**config.mk**
```make
export PLATFORM = sky130hd
export DESIGN_NAME = arbitro_rr
export DESIGN_NICKNAME = d
export VERILOG_FILES = /design/src/rtl/arbitro_rr.sv
export SDC_FILE = /design/constraint.sdc
export NUM_CORES = 1
export LEC_CHECK = 0
export BUFFER_PORTS_ARGS = -buffer_cell sky130_fd_sc_hd__buf_2
export CELL_PAD_IN_SITES_DETAIL_PLACEMENT = 0
export CELL_PAD_IN_SITES_GLOBAL_PLACEMENT = 1
export CORE_MARGIN = 3
export CORE_UTILIZATION = 30
export DETAILED_ROUTE_END_ITERATION = 12
export PLACE_DENSITY_LB_ADDON = 0.3
export SYNTH_ARGS = -nofsm -noshare
export SYNTH_HDL_FRONTEND = slang
export SYNTH_SLANG_ARGS = --single-unit
```
**constraint.sdc**
```tcl
create_clock -name clk -period 2.88 [get_ports clk]
set_clock_uncertainty 0.15 [all_clocks]
set_input_delay 0.288 -clock clk [delete_from_list [all_inputs] [get_ports clk]]
set_output_delay 0.288 -clock clk [all_outputs]
set_load 0.05 [all_outputs]
```
**src/rtl/arbitro_rr.sv**
```systemverilog
// Round-robin class arbiter: moves one head word per cycle from a bank of
// FWFT input FIFOs into the output FIFO selected by the word's class field.
module arbitro_rr #(
    parameter int NUM_IN     = 4,
    parameter int NUM_OUT    = 4,
    parameter int CLASS_W    = 2,
    parameter int DATA_W     = 10,
    parameter int BLOCK_MODE = 0
) (
    input  logic                       clk,
    input  logic                       reset,
    input  logic [NUM_IN-1:0]          empty,
    input  logic [NUM_IN*DATA_W-1:0]   data_in,
    input  logic [NUM_OUT-1:0]         almost_full,
    output logic [NUM_IN-1:0]          pop,
    output logic [NUM_OUT-1:0]         push,
    output logic [DATA_W-1:0]          data_out,
    output logic [$clog2(NUM_IN)-1:0]  grant,
    output logic                       idle
);

    localparam int GW = $clog2(NUM_IN);

    logic [NUM_IN-1:0]   pop_q, pop_d;
    logic [NUM_OUT-1:0]  push_q, push_d;
    logic [DATA_W-1:0]   data_q, data_d;
    logic [GW-1:0]       grant_q, grant_d;

    logic [CLASS_W-1:0]  class_s [NUM_IN];
    logic [NUM_IN-1:0]   elig_s;
    logic                found_s;
    logic [GW-1:0]       win_s;
    logic [GW:0]         sum_s;
    logic [GW:0]         idx_s;
    logic [DATA_W-1:0]   sel_data_s;
    logic [CLASS_W-1:0]  sel_class_s;

    // Mode 0 stalls every class on any almost_full; mode 1 only the affected class.
    function automatic logic class_blocked(input logic [CLASS_W-1:0] c,
                                           input logic [NUM_OUT-1:0] af);
        if (BLOCK_MODE == 0) begin
            return |af;
        end else begin
            return af[c];
        end
    endfunction

    // Per-input class extraction and eligibility (skip the input popped last cycle).
    always_comb begin
        elig_s = {NUM_IN{1'b0}};
        for (int i = 0; i < NUM_IN; i++) begin
            class_s[i] = data_in[i*DATA_W + DATA_W-1 -: CLASS_W];
            elig_s[i]  = ~empty[i] & ~pop_q[i] & ~class_blocked(class_s[i], almost_full);
        end
    end

    // Cyclic search starting just after the last served input.
    always_comb begin
        found_s = 1'b0;
        win_s   = grant_q;
        sum_s   = {(GW+1){1'b0}};
        idx_s   = {(GW+1){1'b0}};
        for (int k = 1; k <= NUM_IN; k++) begin
            sum_s = {1'b0, grant_q} + (GW+1)'(k);
            if (sum_s >= (GW+1)'(NUM_IN)) begin
                idx_s = sum_s - (GW+1)'(NUM_IN);
            end else begin
                idx_s = sum_s;
            end
            if (!found_s && elig_s[idx_s[GW-1:0]]) begin
                found_s = 1'b1;
                win_s   = idx_s[GW-1:0];
            end else begin
                found_s = found_s;
            end
        end
    end

    // Next-state for the registered pop/push/data/grant outputs.
    always_comb begin
        pop_d      = {NUM_IN{1'b0}};
        push_d     = {NUM_OUT{1'b0}};
        data_d     = data_q;
        grant_d    = grant_q;
        sel_data_s = {DATA_W{1'b0}};
        for (int i = 0; i < NUM_IN; i++) begin
            if (win_s == GW'(i)) begin
                sel_data_s = data_in[i*DATA_W +: DATA_W];
            end else begin
                sel_data_s = sel_data_s;
            end
        end
        sel_class_s = sel_data_s[DATA_W-1 -: CLASS_W];
        if (found_s) begin
            pop_d   = {{(NUM_IN-1){1'b0}}, 1'b1} << win_s;
            push_d  = {{(NUM_OUT-1){1'b0}}, 1'b1} << sel_class_s;
            data_d  = sel_data_s;
            grant_d = win_s;
        end else begin
            pop_d  = {NUM_IN{1'b0}};
            push_d = {NUM_OUT{1'b0}};
        end
    end

    // State registers; reset points grant at the last input so input 0 goes first.
    always_ff @(posedge clk) begin
        if (reset) begin
            pop_q   <= {NUM_IN{1'b0}};
            push_q  <= {NUM_OUT{1'b0}};
            data_q  <= {DATA_W{1'b0}};
            grant_q <= GW'(NUM_IN-1);
        end else begin
            pop_q   <= pop_d;
            push_q  <= push_d;
            data_q  <= data_d;
            grant_q <= grant_d;
        end
    end

    assign pop      = pop_q;
    assign push     = push_q;
    assign data_out = data_q;
    assign grant    = grant_q;
    assign idle     = (&empty) & ~(|pop_q) & ~(|push_q);

endmodule
```
==> results <==
- The detail route stage leaves a number of antenna-violating nets equal to 0.
- The signed area change from the synthesized netlist to the final layout is 37.1%.
- The HPWL after detailed placement is 3140 microns.
- Across the run, the number of max-cap violations was 0.
- Among cell families on the critical path, the largest total delay comes from simple AND/OR/NAND/NOR gates.
- The share of the clock period used by the worst path after layout is 88.0%.
- In the routed layout, each cell is associated on average with a via count of 5.30.
- The buffer depth of the longest clock path is 2.
- In this run, CTS created clock tree buffers numbering 3.
- The total stage count of the critical path is 7.
- The share of post-route cells with drive strength above 1 is between 40% and 50%.
- The pre-CTS worst setup slack is 0.369 ns.
- The total grt overflow is 0.
- Across all layers, the routed design uses about 1400 vias.
- The count of flip-flops with a built-in enable after synthesis is 0.
- For this run, design rule violations remaining after detail routing come to 0.
- The worst path in the final design needs a cycle of 2.53 ns, including I/O delays and setup.
- The cell count after synthesis came out at 155.
- The worst hold path passes through 2 cells.
- For this run, the detailed router's first-pass iteration total came to 4.
- The die is about 71 microns tall.
- Of all nets on the critical path, the largest fanout is 17.
- Synthesis produced a netlist with a net count of 205.
- Counting instances in the post-synthesis netlist gives the leading cell types as dfxtp_1, nand2_1, a21oi_1.
- A synthesized cell averages just over 8 sq um.
- In this run the core area contains 22 standard-cell rows.
- The DRC violation total after the first TritonRoute iteration is between 50 and 60.
- The initial standard-cell utilization of the core is roughly 33%.
- The synthesized netlist contains 44 unique library cells.
- With fillers left out, the area of the finished cells amounts to 1720 sq um.
- Entering global routing, the biggest net connects 18 pins.
- The maximum clock frequency is between 300 and 400 MHz.
- The power density over the cells is around 380 nW/um^2.
- The number of H-tree levels is 1.
- The most frequently used flop master after synthesis is dfxtp_1.
- The total cell area at the placement stage is 1670 sq um.
- In the synthesized netlist the async set-or-reset flop fraction comes to 0%.
- After detailed routing, the total wire length is about 4000 microns.
- The area of the mapped netlist is 1260 sq um.
- The die area is around 5000 sq um.
- Clock latency on the worst-skew pair, taken at its later pin, is between 0.2 and 0.3 ns.
- The worst-path cell with the longest stage delay is or4_1.
- The setup-violating endpoint count in the final report is 0.
- The synthesized flop and latch total is 20.
- The startpoint kind of the worst setup timing path is a flop.
- After clock tree synthesis, the repair step resized 0 gates.
- In this run the tool buffered the top-level ports with 70 buffer cells.
- The number of buffers and inverters on the critical path is 1.
- The routed wirelength normalized by instance count is between 10 and 15 microns.
- The number of global-route vias before repair is 1431.
- Traced cell by cell, the critical path runs through nor3_1 > a2111oi_1 > o21ai_1 > buf_4 > and3_1 > or4_1 > o32ai_1.
- The final core utilization is between 40% and 50%.
- The Yosys warning count is 0.
- For the worst setup path, the data required time is between 2 and 3 ns.
- The global-route wire length before repair is approximately 6700 microns.
- The core footprint is just under 4000 sq um.
- The delay of the slowest cell on the worst path is 0.53 ns.
- The number of cells traversed by the worst register-to-register path is 7.
- STA classifies the critical path endpoint as a flop.
- The worst slew slack as a fraction of its limit is between 60 and 70%.
- The analysis attributes to cell leakage a power of roughly 0.79 nW.
- The clock-pin slew on the worst setup and hold paths is 0.08 ns.
- The worst setup margin is approximately 0.35 ns.
- Setup total negative slack on the finished layout was measured at 0 ns.
- The type of the worst setup path is flop to flop.
- By area the synthesized netlist is led by dfxtp_1, nand2_1, a21oi_1.
- The TritonCTS clock tree is done.
- The transition time at the pin with the least slew margin is about 0.46 ns.
- The antenna diode count is 0.
- dfxtp_1 is the most common cell in the netlist.
- The final hold violation count came to 0.
- In this run, post-CTS hold repair placed 0 buffers.
- The tree is rooted in a clkbuf_8.
- The class of the tightest hold or removal check is input pin to flop.
- The number of buffers added for setup after CTS is 0.
- The run finished with clean final reports.
- Data arrives at the worst endpoint at 2.56 ns.
- Setup repair after global routing left no endpoint under its margin.
- For this design the top-level I/O count stands at between 70 and 80.
- For this run, the post-layout net count is about 280.
- The share of the Yosys chip area taken by registers is a little under a third.
- The initial antenna violation count is 0.
- The congestion estimate from routability-driven global placement came to between 0.7 and 0.8.
- The die is 70.7 microns wide.
- The overall fraction of global-route tracks in use is between 10% and 20%.
- The most area-hungry cell type in the Yosys netlist is dfxtp_1.
- The count of final max-slew check failures came to 0.
- The maximum ir drop on the vdd rail is around 0.18 mV.
- The clock sink total is 20.
- Summed over its instances, the top area cell type makes up between 30% and 40% of the synthesized netlist area.
worst paths after layout:
path	startpoint	endpoint	slack, ns
hold reg to reg	data_out[5]$_SDFFE_PP0N_	data_out[5]$_SDFFE_PP0N_	0.30
setup / recovery	grant[1]$_SDFFE_PP1N_	push[0]$_SDFF_PP0_	0.35
hold / removal	reset	grant[0]$_SDFFE_PP1N_	0.13
setup reg to reg	grant[1]$_SDFFE_PP1N_	push[0]$_SDFF_PP0_	0.35
cell families (layout without fill, tap and decap cells):
| logic type | after synthesis | count (layout) | synth area share [%] |
|---|---|---|---|
| AO/OA/AOI/OAI | 66 | 66 | 37.8 |
| AND/OR/NAND/NOR | 54 | 54 | 23.7 |
| multiplexers | 2 | 2 | 1.79 |
| buffers and inverters | 13 | 83 | 4.78 |
| flip-flops | 20 | 20 | 31.9 |
power breakdown:
part	leakage, nW	switching, mW	internal, mW
Sequential	0.162	0.00380	0.281
Clock	0.0288	0.0987	0.122
Combinational	0.599	0.0847	0.0656
Total	0.789	0.187	0.469
sequential cells by signal (all words and copies together) (netlist names):
register	flops
data_out	10
grant	2
pop	4
push	4
final cells by class:
| type | count | area (sq um) |
|---|---|---|
| tap | 48 | 60.1 |
| inverter | 2 | 7.51 |
| multi-input combinational | 122 | 796 |
| sequential | 20 | 400 |
| timing repair buffer | 77 | 403 |
| fill | 419 | 2130 |
| clock buffer | 4 | 55.1 |
layout by cell type, fill, tap and decap left out, types with 2 or more instances in the layout:
master	netlist	routed
buf_2	3	70
buf_4	0	7
nor2b_1	3	3
a31o_2	6	6
o211ai_1	2	2
a21boi_0	4	4
nand2_1	19	19
or3_1	2	2
a31oi_1	3	3
a221oi_1	2	2
a211oi_1	4	4
nor2_1	11	11
o21ai_0	5	5
inv_1	2	2
a21oi_1	13	13
mux2_2	2	2
dfxtp_1	20	20
nand4b_1	4	4
o31ai_1	6	6
o22ai_1	4	4
a22o_1	2	2
o21a_1	4	4
or4_1	2	2
o21ba_2	2	2
a21o_1	2	2
nand4_1	2	2
a221o_1	2	2
nand3_1	2	2
clkbuf_8	0	4
through the flow:
stage                     hold WS (ns)  total power [mW]  instances
after floorplan                  0.239             0.378        155
after global placement           0.287             0.443        269
after detailed placement         0.290             0.442        269
after CTS                        0.111             0.671        273
after global routing             0.134             0.695        273
final                            0.128             0.656        273
per-layer routing:
metal	vias to the layer above	GRT usage, %	routed length (microns)
li1	731	-	-
met1	668	20.7	1800
met3	4	4.12	241
met4	0	3.97	29
met2	43	27.8	2000
met5	-	0	0
No activity file was read; power rests on OpenSTA's default activity.
